$ cat src/rtl/ifid_skid_stage.sv
// ifid_skid_stage: IF/ID register with a two-entry skid buffer, hazard hold, flush and stall counter.
module ifid_skid_stage #(
    parameter int PC_W  = 8,
    parameter int CNT_W = 16
) (
    input  logic             CLK,
    input  logic             RST,
    input  logic             in_valid,
    output logic             in_ready,
    input  logic [PC_W-1:0]  in_pc,
    input  logic [PC_W-1:0]  in_pc_inc,
    input  logic             in_wb,
    output logic             out_valid,
    input  logic             out_ready,
    output logic [PC_W-1:0]  out_pc,
    output logic [PC_W-1:0]  out_pc_inc,
    output logic             out_wb,
    input  logic             hazard,
    input  logic             flush,
    output logic [CNT_W-1:0] stall_cnt
);
    localparam int PW = 2 * PC_W + 1;

    logic             main_valid_q, main_valid_d;
    logic             skid_valid_q, skid_valid_d;
    logic [PW-1:0]    main_q, main_d;
    logic [PW-1:0]    skid_q, skid_d;
    logic [CNT_W-1:0] stall_q, stall_d;
    logic [PW-1:0]    in_payload;
    logic             accept, pop, stalled;

    assign in_ready   = ~skid_valid_q;
    assign out_valid  = main_valid_q;
    assign {out_pc, out_pc_inc, out_wb} = main_q;
    assign stall_cnt  = stall_q;
    assign in_payload = {in_pc, in_pc_inc, in_wb};
    assign accept     = in_valid & in_ready;
    assign pop        = main_valid_q & out_ready & ~hazard;
    assign stalled    = main_valid_q & (~out_ready | hazard) & ~flush;

    always_comb begin
        main_valid_d = main_valid_q;
        skid_valid_d = skid_valid_q;
        main_d       = main_q;
        skid_d       = skid_q;
        stall_d      = (stalled && stall_q != {CNT_W{1'b1}}) ? stall_q + CNT_W'(1) : stall_q;
        if (flush) begin
            main_valid_d = 1'b0;
            skid_valid_d = 1'b0;
            main_d       = '0;
            skid_d       = '0;
        end else if (pop) begin
            // the skid entry is always older than the incoming payload
            if (skid_valid_q) begin
                main_d       = skid_q;
                skid_valid_d = 1'b0;
            end else if (accept) begin
                main_d = in_payload;
            end else begin
                main_valid_d = 1'b0;
            end
        end else if (accept) begin
            if (!main_valid_q) begin
                main_d       = in_payload;
                main_valid_d = 1'b1;
            end else begin
                skid_d       = in_payload;
                skid_valid_d = 1'b1;
            end
        end
    end

    always_ff @(posedge CLK) begin
        if (RST) begin
            main_valid_q <= 1'b0;
            skid_valid_q <= 1'b0;
            main_q       <= '0;
            skid_q       <= '0;
            stall_q      <= '0;
        end else begin
            main_valid_q <= main_valid_d;
            skid_valid_q <= skid_valid_d;
            main_q       <= main_d;
            skid_q       <= skid_d;
            stall_q      <= stall_d;
        end
    end
endmodule

$ cat config.mk
export PLATFORM = sky130hd
export DESIGN_NAME = ifid_skid_stage
export DESIGN_NICKNAME = d
export VERILOG_FILES = /design/src/rtl/ifid_skid_stage.sv
export SDC_FILE = /design/constraint.sdc
export NUM_CORES = 1
export LEC_CHECK = 0
export CAP_MARGIN = 20
export CORE_AREA = 4 4 65 82
export DETAILED_ROUTE_END_ITERATION = 8
export DIE_AREA = 0 0 69 86
export PLACE_DENSITY = 0.83
export SYNTH_ARGS = -nofsm -noshare
export SYNTH_HDL_FRONTEND = slang
export SYNTH_SLANG_ARGS = --single-unit
$ cat constraint.sdc
create_clock -name CLK -period 3.9 [get_ports CLK]
set_input_delay 0.78 -clock CLK [delete_from_list [all_inputs] [get_ports CLK]]
set_output_delay 0.78 -clock CLK [all_outputs]
set_load 0.1 [all_outputs]
Yosys cells after proc, flatten, opt, wreduce, memory -nomap -nowiden
Index checks and enable logic that the tools add are counted.
W data, S select, Z words.

word-level totals
  register bits = 52
  input port bits = 23
  output and inout port bits = 35
  logic and storage cells = 39

cells by class
  add/sub/neg operators = 1
  eq/ne operators = 4
  mux-type cells = 9
  bitwise operators = 11
  reductions and logical operators = 9

operators with widths
  cell                     count
  $mux W17                 5
  $add A16 B1 Y16 const B  1
  $ne A16 B16 Y1 const B   1
  $reduce_and A3 Y1        3
  $and A1 B1 Y1            5
  $not A1 Y1               5
  $mux W1                  4
  $ne A2 B2 Y1 const B     2
  $reduce_bool A2 Y1       2
  $reduce_or A3 Y1         1
  $ne A2 B1 Y1 const B     1
  $reduce_and A2 Y1        1
  $reduce_or A2 Y1         1
  $logic_and A1 B1 Y1      1
  $or A1 B1 Y1             1

Depth between registers and ports, before layout
  word-level depth = 5
  depth in mapped cells = 10
  mapped depth without buffers = 7

Worst setup path after synthesis
No wires, ideal clock.

  path type = flip-flop to flip-flop
  start point = register main_valid_q, in the netlist out_valid
  end point = register main_q[0]
  setup time = 0.091 ns
  arrival time = 2.764 ns
  data required time = 3.809 ns
  setup slack = 1.045 ns
  cell stages (with the launch flop) = 11
  buffers on the path = 3
  period minus slack after synthesis = 2.855 ns
  cell sequence = dfxtp_1 buf_2 inv_1 nor2_1 clkbuf_1 inv_1 ha_1 a211oi_4 buf_2 nor2_1 a311oi_1

between the ends
  cells in the longest elaborated chain, start to end = 4
  elaborated cells on any way between the ends = 6
  those cells by class = eq/ne (1); mux (1); bitwise (2); reduce/logical (2)

RTL lines
  element                                                              line  RTL
  start: declaration                                                   24    logic main_valid_q, main_valid_d;
  start signal: assignment                                             81    main_valid_q <= main_valid_d;
  $and A1 B1 Y1 (2 in a row)                                           38    assign pop = main_valid_q & out_ready & ~hazard;
  $ne A2 B1 Y1 (no source line) or $reduce_bool A2 Y1 (tied branches)  n/a
  $reduce_and A3 Y1 (no source line)                                   n/a
  end signal: assignment                                               83    main_q <= main_d;
  end: declaration                                                     26    logic [PW-1:0] main_q, main_d;

Several ways; a longest one is shown, not always the timed one.
A chain may end at the register's enable or synchronous reset.

Final worst setup path
  start point = register main_valid_q, in the netlist out_valid
  end point = output port out_valid

RTL lines
  element           line  RTL
  end: declaration  13    output logic out_valid,

No word-level cell between the ends.

==> results.toml <==
[clock_network]
cts-resized-gates = 0
clock_sinks = 52
postCtsHoldBufs = 0
h-tree-depth = 2
path_clk_slew_ns = 0.09
clkLatencyLatePin_ns = 0.31
clock_path_buffers = 2
cts_buffers = 5
postCtsSetupBuffers = 0
cts_tree = "yes"
cts_root_buf = "clkbuf_8"

[pwr]
power_frac_clock_pct = 30.8
p_sw_share_pct = 28.8
power_frac_comb_pct = 14.8
p_per_area_nw_per_um2 = 336
switching_power_mw = 0.289
p_leak_nw = 0.973
seqPwrFrac_pct = 54.4
peakVddDrop_uv = 183
internal_power_mw = 0.715

[floorplanning]
rows = 28
die_width_um = 69
die_h_um = 86
ios = 58
core_sq_um = 4620
initial_core_util_pct = 49.6
die_area_sq_um = 5930

[yosys]
ys.flop_type = "dfxtp_1"
ys_ff_latch = 52
netlist_area_sq_um = 2290
synthCells = 286
synth.most_common_cell = "nand2_1"
synth_nets = 311
synth_top_area_cell = "dfxtp_1"
yosys-top-cells-count = "nand2_1, dfxtp_1, nor2_1"
synthTopCellsByArea = "dfxtp_1, nand2_1, a311oi_1, nor2_1, nand3_1"
synth_top_area_share_pct = 45.4
synth-edff-count = 0
synth_warnings = 0
synth.distinct_cells = 30
ys_seq_area_share_pct = 45.4
syn_area_per_cell_sq_um = 8.01
async_flop_share_pct = 0

[sta]
tns_ns = 0
min_period_ns = 2.79
rsz0062_at_grt = "false"
fin_crit_sh_pct = 71.4
setup_viol = 0
hold_viol = 0
slew_viol_final = 0
max_freq_mhz = 359
relSlewSlack_pct = 34.2
skew_ns = 0.00525
worst_pin_slew_ns = 0.983

[worst_setup_path]
cpMaxStageDelayCell = "clkdlybuf4s50_1"
cp_max_fo = 8
crit_buf_inv = 1
r2r-start = "out_valid"
critical_path_class = "reg -> out"
reg2reg_slack_ns = 1.96
crit_chain = "clkdlybuf4s50_1"
cp.required_ns = 3.12
worstSetupEndpointType = "output port"
r2r-end = "main_q[16]"
crit_arrival_ns = 2.01
crit_family = "buffers and inverters"
cpPeakStageDelay_ns = 1.20
reg2reg_depth = 8
critPathLaunchType = "register"

[placement]
place.port_buffers = 57
dp_hpwl_um = 3730
place_area_sq_um = 2900
gp_congestion = 0.788

[grt]
grt-ovfl-total = 0
grt_pass1_vias = 2067
grt_max_degree = 37
grt_pass1_wl_um = 9100
track_usage_pct = 18.3
antenna_found_initial = 0

[drt]
vias_per_cell = 5.37
routed_wl_um = 5320
drt_iter0_drc = 133
wl_per_cell_um = 13.4
dr.pass1.iters = 6
ant_nets = 0
drc = 0
vias = 2139

[status]
outcome = "completed"

[flow_run]
maxCapViolations = 0

[final_layout]
drive_gt1_share_pct = 6.21
n_antenna_cell = 0
syn_to_final_growth_pct = 30.4
layout.nets = 362
final_area_sq_um = 2990

[worst_hold_path]
worstHoldStart = "skid_q[11]"
holdPathStages = 2
hold_end = "skid_q[11]"
min_path_type = "reg -> reg"
==> cells in the final DEF, fill, tap and decap left out, drive strengths merged, types with 2 or more instances in the layout <==
master and n:
nor2 34, dfxtp 52, ha 2, clkdlybuf4s50 57
nand2 60, nor4 5, o21ai 3, a311oi 18
inv 9, or2 2, nor3 8, a21oi 22
nand3 25, xnor2 10, and3 2, buf 5
a21o 2, nand4 6, mux2i 2, clkbuf 5
==> cells by family (layout without fill, tap and decap cells) <==
logic type	count (synthesis)	count (layout)	share of synthesized area, %
buffers and inverters	26	78	4.64
AND/OR/NAND/NOR	148	148	30.1
AO/OA/AOI/OAI	46	46	14.0
XOR/XNOR	10	10	3.82
adder cells (fa/ha/maj)	2	2	1.09
flip-flops	52	52	45.4
multiplexers	2	2	0.873
==> power groups by stage <==
stage | Combinational, mW | Clock, mW | Sequential (mW)
2_1_floorplan | 0.0464 | 0 | 0.612
4_1_cts | 0.150 | 0.319 | 0.547
3_5_place_dp | 0.149 | 0 | 0.559
3_3_place_gp | 0.147 | 0 | 0.558
5_1_grt | 0.159 | 0.338 | 0.548
6_report | 0.149 | 0.309 | 0.546
==> worst reg2reg max path, stage by stage, from the launching register on <==
cell and delay (ns):
dfxtp_1 0.50, inv_1 0.07, nor2_1 0.14, inv_1 0.07, ha_1 0.22, a211oi_4 0.14
buf_4 0.34, nor2_1 0.08, a311oi_1 0.28
==> worst max-delay path by stage <==
stage / startpoint / to / cells past startpoint
3_3_place_gp: hazard / main_q[9] / 9
5_1_grt: out_valid / out_valid / 1
2_1_floorplan: out_valid / main_q[0] / 10
3_5_place_dp: hazard / main_q[16] / 9
6_report: out_valid / out_valid / 1
4_1_cts: out_valid / out_valid / 1
==> layout make-up <==
cell class | instances | area (sq um)
Clock buffer | 5 | 68.8
Clock inverter | 3 | 21.3
Fill cell | 411 | 1640
Inverter | 8 | 30.0
Multi-Input combinational cell | 208 | 1140
Sequential cell | 52 | 1040
Tap cell | 60 | 75.1
Timing Repair Buffer | 62 | 608
==> metal layers <==
layer	global-route usage [%]	part of all wire, %	vias to the layer above
met5	0	0	-
met4	7.46	1.3	0
met3	4.34	5.1	6
met2	33.0	52	54
met1	20.8	41	992
li1	-	-	1087
==> registers in the layout (all words and copies together), names as in the netlist <==
signal	count
main_q	17
out_valid	1
skid_q	17
skid_valid_q	1
stall_cnt	16
==> per-stage QoR <==
stage	hold WS (ns)	power (mW)	setup WS, ns	std cells	utilization, %
detailed placement	0.447	0.708	1.04	390	62.7
global route	0.474	1.04	1.05	398	64.6
finish	0.462	1.00	1.11	398	64.6
CTS	0.462	1.02	1.10	398	64.6
global placement	0.442	0.706	1.17	390	62.7
floorplan	0.437	0.658	1.04	286	-
No activity file was read; power rests on OpenSTA's default activity.
